**src/rtl/dco_fll_ctrl.sv**
```systemverilog
// Frequency-locked-loop controller for the on-chip DCO: SAR search for the
// control code, then +/-1 tracking against an edge count per reference window.
module dco_fll_ctrl #(
    parameter int CODE_W    = 8,
    parameter int CNT_W     = 12,
    parameter int WIN_LEN   = 1024,
    parameter int SETTLE    = 16,
    parameter int LOCK_TOL  = 2,
    parameter int LOCK_HOLD = 4
) (
    input  logic              clk,
    input  logic              rst_n,
    input  logic              ena,
    input  logic              start,
    input  logic [CNT_W-1:0]  target,
    input  logic              dco_in,
    output logic [CODE_W-1:0] dco_code,
    output logic              busy,
    output logic              locked,
    output logic [CNT_W-1:0]  meas_count,
    output logic              meas_valid,
    output logic              err
);

    typedef enum logic [2:0] {
        ST_IDLE       = 3'd0,
        ST_SAR_MEAS   = 3'd1,
        ST_SAR_DECIDE = 3'd2,
        ST_TRACK_MEAS = 3'd3,
        ST_TRACK_ADJ  = 3'd4
    } state_e;

    localparam int PH_W   = $clog2(SETTLE + WIN_LEN);
    localparam int IDX_W  = $clog2(CODE_W);
    localparam int HOLD_W = $clog2(LOCK_HOLD + 1);

    localparam logic [PH_W-1:0]   PH_LAST   = PH_W'(SETTLE + WIN_LEN - 1);
    localparam logic [PH_W-1:0]   PH_SETTLE = PH_W'(SETTLE);
    localparam logic [CNT_W-1:0]  CNT_MAX   = {CNT_W{1'b1}};
    localparam logic [CODE_W-1:0] CODE_MAX  = {CODE_W{1'b1}};
    localparam logic [CODE_W-1:0] CODE_MIN  = {CODE_W{1'b0}};
    localparam logic [CODE_W-1:0] CODE_MID  = {1'b1, {(CODE_W-1){1'b0}}};
    localparam logic [HOLD_W-1:0] HOLD_MAX  = HOLD_W'(LOCK_HOLD);
    localparam logic signed [CNT_W:0] TOL_S = (CNT_W+1)'(LOCK_TOL);

    state_e              state_q, state_d;
    logic [CODE_W-1:0]   code_q, code_d;
    logic [IDX_W-1:0]    idx_q, idx_d;
    logic [PH_W-1:0]     ph_q, ph_d;
    logic [CNT_W-1:0]    edge_cnt_q, edge_cnt_d;
    logic [HOLD_W-1:0]   hold_q, hold_d;
    logic                locked_q, locked_d;
    logic                err_q, err_d;
    logic [CNT_W-1:0]    meas_count_q, meas_count_d;
    logic                meas_valid_q, meas_valid_d;
    logic                busy_q, busy_d;
    logic [2:0]          sync_q;

    logic                edge_s;
    logic [CNT_W-1:0]    edge_sum_s;
    logic signed [CNT_W:0] diff_s;
    logic                in_tol_s;

    // sync_q[1:0] is the metastability chain; sync_q[2] is the previous sample for edge detect
    assign edge_s     = sync_q[1] & ~sync_q[2];
    assign edge_sum_s = (edge_cnt_q == CNT_MAX) ? CNT_MAX : (edge_cnt_q + CNT_W'(edge_s));
    assign diff_s     = $signed({1'b0, meas_count_q}) - $signed({1'b0, target});
    assign in_tol_s   = (diff_s <= TOL_S) && (diff_s >= -TOL_S);

    // Synchronize the asynchronous DCO output into the clk domain
    always_ff @(posedge clk or negedge rst_n) begin
        if (!rst_n) begin
            sync_q <= 3'b000;
        end else begin
            sync_q <= {sync_q[1:0], dco_in};
        end
    end

    // Next-state logic: ena has priority over start, start over normal sequencing
    always_comb begin
        state_d      = state_q;
        code_d       = code_q;
        idx_d        = idx_q;
        ph_d         = ph_q;
        edge_cnt_d   = edge_cnt_q;
        hold_d       = hold_q;
        locked_d     = locked_q;
        err_d        = err_q;
        meas_count_d = meas_count_q;
        meas_valid_d = 1'b0;

        if (!ena) begin
            state_d    = ST_IDLE;
            locked_d   = 1'b0;
            hold_d     = {HOLD_W{1'b0}};
            ph_d       = {PH_W{1'b0}};
            edge_cnt_d = {CNT_W{1'b0}};
        end else if (start) begin
            state_d    = ST_SAR_MEAS;
            code_d     = CODE_MID;
            idx_d      = IDX_W'(CODE_W - 1);
            err_d      = 1'b0;
            locked_d   = 1'b0;
            hold_d     = {HOLD_W{1'b0}};
            ph_d       = {PH_W{1'b0}};
            edge_cnt_d = {CNT_W{1'b0}};
        end else begin
            case (state_q)
                ST_IDLE: begin
                    ph_d       = {PH_W{1'b0}};
                    edge_cnt_d = {CNT_W{1'b0}};
                end
                ST_SAR_MEAS, ST_TRACK_MEAS: begin
                    if (ph_q == PH_LAST) begin
                        meas_count_d = edge_sum_s;
                        meas_valid_d = 1'b1;
                        edge_cnt_d   = {CNT_W{1'b0}};
                        ph_d         = {PH_W{1'b0}};
                        state_d      = (state_q == ST_SAR_MEAS) ? ST_SAR_DECIDE : ST_TRACK_ADJ;
                    end else begin
                        ph_d       = ph_q + PH_W'(1);
                        edge_cnt_d = (ph_q >= PH_SETTLE) ? edge_sum_s : {CNT_W{1'b0}};
                    end
                end
                ST_SAR_DECIDE: begin
                    code_d[idx_q] = (meas_count_q > target) ? 1'b0 : code_q[idx_q];
                    if (idx_q != {IDX_W{1'b0}}) begin
                        code_d[idx_q - IDX_W'(1)] = 1'b1;
                        idx_d   = idx_q - IDX_W'(1);
                        state_d = ST_SAR_MEAS;
                    end else begin
                        state_d = ST_TRACK_MEAS;
                    end
                end
                ST_TRACK_ADJ: begin
                    state_d = ST_TRACK_MEAS;
                    if (in_tol_s) begin
                        hold_d   = (hold_q == HOLD_MAX) ? hold_q : (hold_q + HOLD_W'(1));
                        locked_d = (hold_q >= HOLD_W'(LOCK_HOLD - 1));
                    end else if (diff_s > $signed({(CNT_W+1){1'b0}})) begin
                        hold_d   = {HOLD_W{1'b0}};
                        locked_d = 1'b0;
                        if (code_q == CODE_MIN) begin
                            err_d = 1'b1;
                        end else begin
                            code_d = code_q - CODE_W'(1);
                        end
                    end else begin
                        hold_d   = {HOLD_W{1'b0}};
                        locked_d = 1'b0;
                        if (code_q == CODE_MAX) begin
                            err_d = 1'b1;
                        end else begin
                            code_d = code_q + CODE_W'(1);
                        end
                    end
                end
                default: begin
                    state_d = ST_IDLE;
                end
            endcase
        end
        busy_d = (state_d != ST_IDLE);
    end

    // Controller state and registered outputs
    always_ff @(posedge clk or negedge rst_n) begin
        if (!rst_n) begin
            state_q      <= ST_IDLE;
            code_q       <= {CODE_W{1'b0}};
            idx_q        <= {IDX_W{1'b0}};
            ph_q         <= {PH_W{1'b0}};
            edge_cnt_q   <= {CNT_W{1'b0}};
            hold_q       <= {HOLD_W{1'b0}};
            locked_q     <= 1'b0;
            err_q        <= 1'b0;
            meas_count_q <= {CNT_W{1'b0}};
            meas_valid_q <= 1'b0;
            busy_q       <= 1'b0;
        end else begin
            state_q      <= state_d;
            code_q       <= code_d;
            idx_q        <= idx_d;
            ph_q         <= ph_d;
            edge_cnt_q   <= edge_cnt_d;
            hold_q       <= hold_d;
            locked_q     <= locked_d;
            err_q        <= err_d;
            meas_count_q <= meas_count_d;
            meas_valid_q <= meas_valid_d;
            busy_q       <= busy_d;
        end
    end

    assign dco_code   = code_q;
    assign busy       = busy_q;
    assign locked     = locked_q;
    assign meas_count = meas_count_q;
    assign meas_valid = meas_valid_q;
    assign err        = err_q;

endmodule
```
**config.mk**
```make
export PLATFORM = sky130hd
export DESIGN_NAME = dco_fll_ctrl
export DESIGN_NICKNAME = d
export VERILOG_FILES = /design/src/rtl/dco_fll_ctrl.sv
export SDC_FILE = /design/constraint.sdc
export NUM_CORES = 1
export LEC_CHECK = 0
export ABC_AREA = 1
export ABC_CLOCK_PERIOD_IN_PS = 4300
export CORE_UTILIZATION = 50
export CTS_CLUSTER_DIAMETER = 120
export CTS_CLUSTER_SIZE = 14
export DETAILED_ROUTE_END_ITERATION = 8
export DONT_BUFFER_PORTS = 1
export GPL_TIMING_DRIVEN = 0
export PLACE_DENSITY_LB_ADDON = 0.2
export RECOVER_POWER = 50
export SYNTH_ARGS = -nofsm -noshare
export SYNTH_HDL_FRONTEND = slang
export SYNTH_SLANG_ARGS = --single-unit
```
**constraint.sdc**
```tcl
create_clock -name clk -period 4.3 [get_ports clk]
set_clock_uncertainty 0.2 [all_clocks]
set_input_delay 0.645 -clock clk [delete_from_list [all_inputs] [get_ports clk]]
set_output_delay 0.645 -clock clk [all_outputs]
set_load 0.01 [all_outputs]
```
-- After elaboration in Yosys (flattened, before gate mapping)
Cells that the tools add are included.
- bits in registers: 59
- bits of input ports: 17
- output and inout bits: 24
- word-level logic and storage cells: 120
- bitwise gates (word level): 4
- $add $sub $neg: 7
- multiplexer cells: 53
- magnitude comparators: 10
- reduce and logical (&&, ||, !) cells: 18
- equal/unequal tests: 16
- operators with widths (operator ; number):
    $mux 12 ; 5
    $mux 8 ; 6
    $mux 3 ; 12
    $mux 11 ; 3
    $pmux 12 s2 ; 1
    $pmux 11 s2 ; 1
    $mux 1 ; 18
    $pmux 8 s2 ; 1
    $ge 13x2->1 const B ; 1
    $gt 13x1->1 const B ; 1
    $le 13x3->1 const B ; 1
    $sub 12x12->13 ; 1
    $add 12x1->12 ; 1
    $eq 12x12->1 const B ; 1
    $gt 12x12->1 ; 1
    $ne 4x4->1 const B ; 3
    $pmux 3 s4 ; 1
    $reduce_bool 3->1 ; 4
    $add 11x1->11 const B ; 1
    $eq 11x11->1 const B ; 1
    $ge 11x5->1 const B ; 1
    $reduce_and 5->1 ; 2
    $add 8x1->8 const B ; 1
    $bwmux 8 ; 1
    other kinds (29) ; 39

-- Depth between registers and ports, before layout
- depth in word-level cells: 9
- mapped depth: 27

-- Worst setup path after synthesis
No wires, ideal clock.
- kind: in2reg
- from: in target[0]
- to: reg code_q[6], in the netlist dco_code[6]
- stages: 24
- setup time: 0.065 ns
- required time: 4.035 ns
- setup slack: 0.456 ns
- arrival: 3.579 ns
- path through: ha_1 -> fa_1 -> o21ai_1 -> nand2_1 -> nand2_2 -> nand2_2 -> nand2_4 -> nand3_2 -> nor2_4 -> nand3_2 -> nand2_2 -> inv_1 -> fa_1 -> nand2_1 -> inv_1 -> o21ai_0 -> a21oi_1 -> o21ai_0 -> nand3_1 -> nand2_1 -> o21ai_0 -> a21oi_1 -> nand3_1 -> nand2_1
- cells in the longest elaborated chain, start to end: 7
- RTL lines (what ; line ; source):
    start, declared ; 15 ; input logic [CNT_W-1:0] target,
    branches (longest 7 deep; another with $sub 12x12->13) ; n/a ;
    end signal, assigned ; 170 ; code_q <= {CODE_W{1'b0}};
    end signal, assigned ; 182 ; code_q <= code_d;
    end, declared ; 47 ; logic [CODE_W-1:0] code_q, code_d;
Several ways; the timed one is not identified. The select of a mux whose other input is x is not followed.
A chain may end at the register's enable or synchronous reset.

-- Worst setup path after layout
- from: reg meas_count_q[0], in the netlist meas_count[0]
- to: reg code_q[7], in the netlist dco_code[7]
- cells in the longest elaborated chain, start to end: 7
- RTL lines (what ; line ; source):
    start, declared ; 54 ; logic [CNT_W-1:0] meas_count_q, meas_count_d;
    start signal, assigned ; 177 ; meas_count_q <= {CNT_W{1'b0}};
    start signal, assigned ; 189 ; meas_count_q <= meas_count_d;
    branches (longest 7 deep; another with $sub 12x12->13) ; n/a ;
Several ways; the timed one is not identified. The select of a mux whose other input is x is not followed.

==> impl_metrics.yaml <==
outcome:
  status: "finished, violations left"
  violations: "capacitance limit, slew limit"
grt:
  antenna_found_initial: 0
  grt_pass1_wl_um: 17900
  grt_pass1_vias: 3821
  grt_max_degree: 60
  grt_overflow: 0
  grt_usage_pct: 23.5
setup_path:
  endpoint: "dco_code[7]$_DFFE_PN0P_"
  r2r_end: "dco_code[7]$_DFFE_PN0P_"
  rr_startpoint: "meas_count[0]$_DFFE_PN0P_"
  endpoint_kind: "register"
  critPathMaxFanout: 6
  rrSetupSlack_ns: 0.29
  criticalPathCategory: "reg2reg"
  reg2reg_depth: 26
  cp.required_ns: 4.38
  crit_path_start: "meas_count[0]$_DFFE_PN0P_"
  worst_setup_path_start_kind: "register"
  worstPathArrival_ns: 4.09
placement:
  io_buffers: 0
  place_congestion: 0.924
  dp_slack_ns: -0.0397
  dpl.hpwl_um: 8070
  dp.cells: 764
power_and_ir_drop:
  leakagePower_nw: 2.38
  power.total_mw: 1.40
  peakVddDrop_uv: 206
  p_per_area_mw_per_mm2: 287
sta:
  maxSlewViolCount: 60
  fin_crit_sh_pct: 93.2
  finalHoldViolations: 0
  fmax_mhz: 250
  layout_min_cycle_time_ns: 4.01
  fin_tns_setup_ns: 0
  tightest_slew_ns: 2.62
  maxSlewHeadroom_pct: -74.7
  timing.final.ws_setup_ns: 0.292
  setup_viol: 0
  rsz0062_at_grt: "false"
  whs_ns: 0.129
synth:
  synth_area_mm2: 0.00449
  syn_avg_cell_area_um2: 6.84
  synth_seq_cells: 59
  synthFlopType: "dfrtp_1"
  synthCells: 656
  ys_seq_area_share_pct: 32.9
  synth_fp_nets: 702
  ys_types: 41
  synth_edf_count: 0
  synthArstFlopShare_pct: 100
  yosysWarnings: 0
die:
  die_x_um: 96.8
  io_pins: 41
  rows: 34
  start_util_pct: 51.5
  die_y_um: 96.8
  die_area_mm2: 0.00936
  coreArea_mm2: 0.00872
detailed_routing:
  viasPerCell: 5.42
  num_vias: 4246
  avgRoutedWirePerCell_um: 13.6
  wl_um: 10700
  drcViolationCount: 0
  ant_nets: 0
  drt_pass1_iterations: 6
  drt_iter0_drc: 208
cells_and_area:
  final_common_cell: "nand2_1"
  final_cells: 784
  layout.nets: 717
  n_antenna_cell: 0
  num-fill-cells: 832
  syn_to_final_growth_pct: 8.78
  layout_common_cells: "nand2_1, inv_1, nor2_1"
  layout-drive-gt1-share_pct: 7.54
clocking:
  cts_tree: "yes"
  clock-root-buffer: "clkbuf_8"
  clockBufferDepth: 2
  cts-buffers-inserted: 9
  clock_latency_ns: 0.35
  cts_num_sinks: 59
  h-tree-depth: 3
  clk_pin_slew_ns: 0.07
worst_hold_path:
  min_path_type: "in2reg"
flow_run:
  drv_cap: 1
## registers in the layout, summed over array words and instances (netlist names)
register and count:
idx_q 3, ph_q 11, edge_cnt_q 12, err 1
hold_q 3, meas_count 12, dco_code 8, state_q 3
meas_valid 1, sync_q 3, locked 1, busy 1
## how the worst min path moves through the flow
stage / startpoint / endpoint / depth (start not counted)
after floorplan: sync_q[0]$_DFF_PN0_ / sync_q[1]$_DFF_PN0_ / 0
after global placement: sync_q[0]$_DFF_PN0_ / sync_q[1]$_DFF_PN0_ / 0
after detailed placement: rst_n / dco_code[2]$_DFFE_PN0P_ / 0
after CTS: dco_in / sync_q[0]$_DFF_PN0_ / 0
after global routing: dco_in / sync_q[0]$_DFF_PN0_ / 0
final: dco_in / sync_q[0]$_DFF_PN0_ / 0
## per-stage QoR
stage          instance area (µm²)  utilization (%)
3_5_place_dp                  4620             53.0
3_3_place_gp                  4620             53.0
5_1_grt                       4880             56.0
2_1_floorplan                 4490                -
6_report                      4880             56.0
4_1_cts                       4870             55.8
## cell families after synthesis
logic type / synth area share (%)
AND/OR/NAND/NOR: 33.4
AO/OA/AOI/OAI: 12.6
buffers and inverters: 9.64
adder cells (fa/ha/maj): 8.42
flip-flops: 32.9
XOR/XNOR: 3.09
## final cells by class
type	instances	area (µm²)	share of cell area [%]
multi-input cells	482	2590	53.0
flip-flops and latches	59	1480	30.3
inverters	107	405	8.30
well taps	108	135	2.77
clock buffers	9	124	2.54
clock inverters	7	82.6	1.69
repair buffers	4	37.5	0.769
plain buffers	8	31.3	0.641
## worst max-delay path, cell delays in order (launching register included)
cell	delay, ns
dfrtp_2	0.42
inv_1	0.07
ha_1	0.21
fa_2	0.39
o21ai_1	0.15
nand2_1	0.09
nand2_2	0.08
nand2_2	0.06
nand2_4	0.11
nand3_2	0.09
nor2_4	0.11
nand3_2	0.13
nand2_4	0.12
clkinvlp_4	0.16
buf_4	0.17
ha_1	0.30
inv_1	0.07
o21ai_0	0.15
nand3_1	0.08
nand3_1	0.12
xor2_1	0.21
inv_1	0.06
nand3_1	0.08
nand3_1	0.08
nand2_1	0.10
nand3_1	0.07
nand2_1	0.08
## per-layer routing
metal  track usage [%]  routed length, µm  vias to the layer above
met4              6.66                121                        0
met5                 0                  0                        -
met1              31.6               5020                     1950
li1                  -                  -                     2176
met3              4.62                539                       11
met2              38.7               4990                      109
## power breakdown
| group | switching, mW | internal, mW | total, mW |
|---|---|---|---|
| registers | 0.0302 | 0.575 | 0.605 |
| logic | 0.169 | 0.0927 | 0.261 |
| clock network | 0.258 | 0.277 | 0.536 |
| total | 0.457 | 0.945 | 1.40 |
## cell usage after synthesis (2+ instances only)
| library cell | number | area [µm²] |
|---|---|---|
| nand2_1 | 164 | 616 |
| inv_1 | 103 | 387 |
| nor2_1 | 61 | 229 |
| dfrtp_1 | 59 | 1480 |
| o21ai_0 | 49 | 245 |
| nand3_1 | 46 | 230 |
| ha_1 | 27 | 338 |
| nor3_1 | 26 | 130 |
| a21oi_1 | 25 | 125 |
| nand4_1 | 12 | 75.1 |
| xor2_1 | 11 | 96.3 |
| nand2_2 | 10 | 62.6 |
| o22ai_1 | 10 | 62.6 |
| clkbuf_1 | 7 | 26.3 |
| a31oi_1 | 4 | 25.0 |
| nand2_4 | 4 | 45.0 |
| nor4_1 | 4 | 25.0 |
| a21oi_2 | 3 | 26.3 |
| inv_2 | 3 | 11.3 |
| nand3_2 | 3 | 30.0 |
| xnor2_1 | 3 | 26.3 |
| a22oi_1 | 2 | 15.0 |
| fa_1 | 2 | 40.0 |
## repair_timing
item,CTS,global route
hold buffers,2,0
hold endpoints to repair,59,0
buffers inserted,0,2
resized for setup,0,8
endpoints found under the setup margin,0,2
No activity file was read; power rests on OpenSTA's default activity.
